--- src/rtl/div_entry_sequencer.sv ---
// Keypad divider sequencer: nibble entry of A and B, restoring divide, then bin2bcd handshake.
// Optional build macro DIV_CLEAR_KEY_EN makes key 4'hE a clear key while entering operands.
module div_entry_sequencer #(
   parameter int W = 8
) (
   input  logic         clk,
   input  logic         rst,
   input  logic         key_valid,
   input  logic [3:0]   key_hex,
   input  logic         bcd_done,
   output logic         bcd_start,
   output logic [W-1:0] a_val,
   output logic [W-1:0] b_val,
   output logic [W-1:0] quot,
   output logic [W-1:0] rem,
   output logic         busy,
   output logic         done,
   output logic         div_zero,
   output logic         key_drop,
   output logic [2:0]   state_dbg
);

   localparam int NIB = W / 4;
   localparam int NCW = (NIB > 1) ? $clog2(NIB) : 1;
   localparam int IW  = $clog2(W);
   localparam logic [NCW-1:0] NIB_LAST  = NCW'(NIB - 1);
   localparam logic [IW-1:0]  ITER_LAST = IW'(W - 1);

   typedef enum logic [2:0] {
      CAP_A     = 3'd0,
      CAP_B     = 3'd1,
      DIVIDE    = 3'd2,
      BCD_START = 3'd3,
      BCD_WAIT  = 3'd4,
      DONE      = 3'd5
   } state_t;

   state_t state, state_next;

   logic [NCW-1:0] nib_cnt;
   logic [IW-1:0]  iter;
   logic [W-1:0]   p_reg;
   logic [W-1:0]   sh_reg;

   logic           accept;
   logic           is_clear;
   logic           nib_last;
   logic           first;
   logic           b_zero;
   logic [W-1:0]   p_cur;
   logic [W-1:0]   sh_cur;
   logic [W:0]     p_shift;
   logic [W:0]     p_diff;
   logic           q_bit;
   logic [W-1:0]   p_new;
   logic [W-1:0]   sh_new;

   assign accept   = key_valid && (key_hex != 4'hF);
`ifdef DIV_CLEAR_KEY_EN
   assign is_clear = (key_hex == 4'hE);
`else
   assign is_clear = 1'b0;
`endif
   assign nib_last = (nib_cnt == NIB_LAST);
   assign first    = (iter == '0);
   assign b_zero   = (b_val == '0);

   // Partial remainder stays below b_val, so W bits hold it between steps; the
   // borrow out of the W+1-bit trial subtraction is the inverted quotient bit.
   assign p_cur   = first ? '0 : p_reg;
   assign sh_cur  = first ? a_val : sh_reg;
   assign p_shift = {p_cur, sh_cur[W-1]};
   assign p_diff  = p_shift - {1'b0, b_val};
   assign q_bit   = ~p_diff[W];
   assign p_new   = q_bit ? p_diff[W-1:0] : p_shift[W-1:0];
   assign sh_new  = {sh_cur[W-2:0], q_bit};

   assign state_dbg = state;

   always_ff @(posedge clk) begin
      if (!rst) state <= CAP_A;
      else      state <= state_next;
   end

   always_comb begin
      state_next = state;
      bcd_start  = 1'b0;
      busy       = 1'b0;
      done       = 1'b0;
      case (state)
         CAP_A: begin
            if (accept && !is_clear && nib_last) state_next = CAP_B;
         end
         CAP_B: begin
            if (accept) begin
               if (is_clear)      state_next = CAP_A;
               else if (nib_last) state_next = DIVIDE;
            end
         end
         DIVIDE: begin
            busy = 1'b1;
            if ((first && b_zero) || (iter == ITER_LAST)) state_next = BCD_START;
         end
         BCD_START: begin
            busy       = 1'b1;
            bcd_start  = 1'b1;
            state_next = BCD_WAIT;
         end
         BCD_WAIT: begin
            busy = 1'b1;
            if (bcd_done) state_next = DONE;
         end
         DONE: begin
            done = 1'b1;
            if (accept) state_next = (is_clear || NIB > 1) ? CAP_A : CAP_B;
         end
         default: state_next = CAP_A;
      endcase
   end

   always_ff @(posedge clk) begin
      if (!rst) begin
         a_val    <= '0;
         b_val    <= '0;
         quot     <= '0;
         rem      <= '0;
         div_zero <= 1'b0;
         key_drop <= 1'b0;
         nib_cnt  <= '0;
         iter     <= '0;
         p_reg    <= '0;
         sh_reg   <= '0;
      end else begin
         key_drop <= 1'b0;
         case (state)
            CAP_A, CAP_B: begin
               if (accept) begin
                  if (is_clear) begin
                     a_val   <= '0;
                     b_val   <= '0;
                     nib_cnt <= '0;
                  end else begin
                     if (state == CAP_A) a_val <= W'({a_val, key_hex});
                     else                b_val <= W'({b_val, key_hex});
                     nib_cnt <= nib_last ? '0 : nib_cnt + NCW'(1);
                  end
               end
            end
            DIVIDE: begin
               key_drop <= accept;
               if (first && b_zero) begin
                  quot     <= '0;
                  rem      <= a_val;
                  div_zero <= 1'b1;
               end else begin
                  if (first) div_zero <= 1'b0;
                  p_reg  <= p_new;
                  sh_reg <= sh_new;
                  if (iter == ITER_LAST) begin
                     quot <= sh_new;
                     rem  <= p_new;
                     iter <= '0;
                  end else begin
                     iter <= iter + IW'(1);
                  end
               end
            end
            BCD_START, BCD_WAIT: begin
               key_drop <= accept;
            end
            DONE: begin
               if (accept) begin
                  b_val <= '0;
                  if (is_clear) begin
                     a_val   <= '0;
                     nib_cnt <= '0;
                  end else begin
                     a_val   <= W'(key_hex);
                     nib_cnt <= (NIB > 1) ? NCW'(1) : '0;
                  end
               end
            end
            default: ;
         endcase
      end
   end

endmodule

--- config.mk ---
export PLATFORM = sky130hd
export DESIGN_NAME = div_entry_sequencer
export DESIGN_NICKNAME = d
export VERILOG_FILES = /design/src/rtl/div_entry_sequencer.sv
export SDC_FILE = /design/constraint.sdc
export NUM_CORES = 1
export LEC_CHECK = 0
export ABC_AREA = 1
export CELL_PAD_IN_SITES_DETAIL_PLACEMENT = 0
export CELL_PAD_IN_SITES_GLOBAL_PLACEMENT = 2
export CORE_MARGIN = 2
export CORE_UTILIZATION = 31
export CTS_BUF_LIST = sky130_fd_sc_hd__clkbuf_16
export DETAILED_ROUTE_END_ITERATION = 10
export PLACE_DENSITY = 0.93
export SLEW_MARGIN = 30
export SYNTH_ARGS = -nofsm -noshare
export SYNTH_HDL_FRONTEND = slang
export SYNTH_SLANG_ARGS = --single-unit
--- constraint.sdc ---
create_clock -name clk -period 6.7 [get_ports clk]
set_input_delay 1.34 -clock clk [delete_from_list [all_inputs] [get_ports clk]]
set_output_delay 1.34 -clock clk [all_outputs]
set_load 0.1 [all_outputs]
==> flow_metrics.tcl <==
set metrics [dict create \
    status "complete, no violations" \
    fin_skew_ps 4.63 \
    grt_overflow_total 0 \
    postCtsResizedCells 0 \
    num_rows 36 \
    clk_pin_slew_ps 50 \
    cts_root_buf "clkbuf_16" \
    ys_warn_count 0 \
    routed_wl_um 8380 \
    wire_per_inst_um 12.8 \
    path_class "reg -> out" \
    grt_pass1_vias 2879 \
    power.density_nw_per_um2 394 \
    grt_pass1_wl_um 13900 \
    fill_cells 1070 \
    synth_top_area_frac 0.367 \
    via_count 3060 \
    grt_use_met2 0.251 \
    setup_tns_ps 0 \
    cts_buffer_depth 2 \
    pin_count 48 \
    use_met1 0.218 \
    vdd_drop_max_mv 0.353 \
    cts_hold_buf 0 \
    cts_sinks 57 \
    routed_via_density 4.68 \
    hold_violations 0 \
    ys_seq_elements 57 \
    min_path_type "reg -> reg" \
    final.min_clock_period_ps 3860 \
    h-tree-depth 3 \
    grt_max_degree 29 \
    postCtsSetupBuffers 0 \
    synth_nets 494 \
    dr.pass1.iters 4 \
    multi_input_area_um2 1600 \
    postSynthAreaPerCell_um2 6.58 \
    worstPathArrival_ps 2520 \
    ys_seq_area_frac 0.367 \
    clock_latency_ps 320 \
    dieHeight_um 104 \
    antenna_found_initial 0 \
    report.final.setup_viol 0 \
    relSlewSlack 0.345 \
    path_max_fanout 11 \
    busiest_layer "met2" \
    drive_gt1_frac 0.0672 \
    crit_path_end_kind "primary output" \
    dp_hpwl_um 6210 \
    rsz0062_at_grt "no" \
    period_share 0.576 \
    die_area_um2 10900 \
    ant_nets 0 \
    clock.fmax_mhz 259 \
    nNetsFinal 537 \
    n_antenna_cell 0 \
    initial_utilization 0.318 \
    drt_iter0_drc 135 \
    cts_buffers 9 \
    synth_top_cell_by_area "dfxtp_1" \
    cts_tree "done" \
    die_x_um 104 \
    io_buffers 47 \
    power.leakage_nw 1.72 \
    synthCells 473 \
    core_region_area_um2 9770 \
    cp-start-kind "flop" \
    gp_congestion 0.843 \
    cp.required_ps 5360 \
    synthesis.area_um2 3110 \
    worst_pin_slew_ps 980 \
    synth_cell_types 27 \
    drv_slew 0 \
    syn2layout_area_growth_pct 26.7 \
    cap_viol_max_count 0 \
    drc 0 \
    synth.area.top_cells "dfxtp_1 (37%), nand2_1 (15%), a21oi_1 (8.7%), inv_1 (8.2%), nor2_1 (5.1%)" \
    grt_util_met3 0.0288 \
    dp_cells 638 \
    fin_cells 654 \
    grt.total_usage 0.160 \
    seqCellArea_um2 1140 \
]
## stage by stage
stage	setup slack (ps)	instance area [um2]	hold slack [ps]	util	power (mW)
after global placement	3200	3660	452	0.375	1.13
after detailed placement	3170	3660	459	0.375	1.13
after CTS	2820	3940	467	0.403	1.56
after floorplan	2870	3110	441	-	0.972
final	2840	3940	463	0.403	1.55
after global routing	2710	3940	480	0.403	1.64
## path summary, 6_finish.rpt
check / from / slack, ps / cells after the start / end
setup reg to reg: iter[0] / 3510 / 18 / rem[7]
hold reg to reg: quot[2] / 460 / 2 / quot[2]
setup / recovery: state_dbg[2] / 2840 / 4 / busy
hold / removal: quot[2] / 460 / 2 / quot[2]
## Yosys cell counts
| master | number |
|---|---|
| a211oi_1 | 3 |
| a211oi_2 | 1 |
| a21oi_1 | 54 |
| buf_2 | 4 |
| buf_4 | 3 |
| buf_6 | 2 |
| clkbuf_1 | 7 |
| dfxtp_1 | 57 |
| fa_1 | 1 |
| ha_1 | 12 |
| inv_1 | 68 |
| inv_2 | 5 |
| nand2_1 | 123 |
| nand2_2 | 7 |
| nand2_4 | 2 |
| nand3_1 | 30 |
| nand3b_1 | 1 |
| nand4_1 | 2 |
| nor2_1 | 42 |
| nor2_2 | 5 |
| nor3_1 | 4 |
| nor3_4 | 1 |
| o21ai_0 | 30 |
| o21ai_1 | 5 |
| or2_2 | 2 |
| xnor2_1 | 1 |
| xor2_1 | 1 |
## cell type report
type | count | area share
clock buffers | 9 | 0.0571
clock inverters | 7 | 0.0136
inverters | 73 | 0.0695
multi-input cells | 327 | 0.407
flip-flops and latches | 57 | 0.289
well taps | 133 | 0.0422
repair buffers | 48 | 0.121
## per-layer routing
| layer | vias up | wire (um) |
|---|---|---|
| met5 | - | 0 |
| met4 | 0 | 150 |
| met3 | 13 | 335 |
| met2 | 69 | 3710 |
| met1 | 1392 | 4180 |
| li1 | 1586 | - |
## logic make-up (layout without fill, tap and decap cells)
logic type	count (synthesis)	after routing	share of synthesized area
and+or+nand+nor	219	219	0.301
AOI/OAI and AO/OA	93	93	0.154
buffers and inverters	89	137	0.117
DFF	57	57	0.367
adders and majority gates	13	13	0.0547
xor gates and xnor gates	2	2	0.00563
## report_power, final
part           switching [mW]  internal (mW)
Combinational           0.538          0.167
Clock                   0.150          0.280
Sequential             0.0384          0.378
Total                   0.726          0.825
## cells in the final DEF (no fill, tap or decap), types with 4 or more instances in the layout
master / netlist / routed
ha_1: 12 / 12
inv_1: 68 / 70
nand2_1: 123 / 123
clkbuf_16: 0 / 9
a21oi_1: 54 / 54
o21ai_1: 5 / 5
clkdlybuf4s50_1: 0 / 47
nor2_1: 42 / 42
nor2_2: 5 / 5
o21ai_0: 30 / 30
nor3_1: 4 / 4
inv_2: 5 / 5
nand2_2: 7 / 7
nand3_1: 30 / 30
dfxtp_1: 57 / 57
## critical path, cell delays in order (launching register included)
cell,delay (ps)
dfxtp_1,430
nor3_4,430
nor2_1,130
inv_1,70
clkdlybuf4s50_1,1120
No activity file was read; power rests on OpenSTA's default activity.
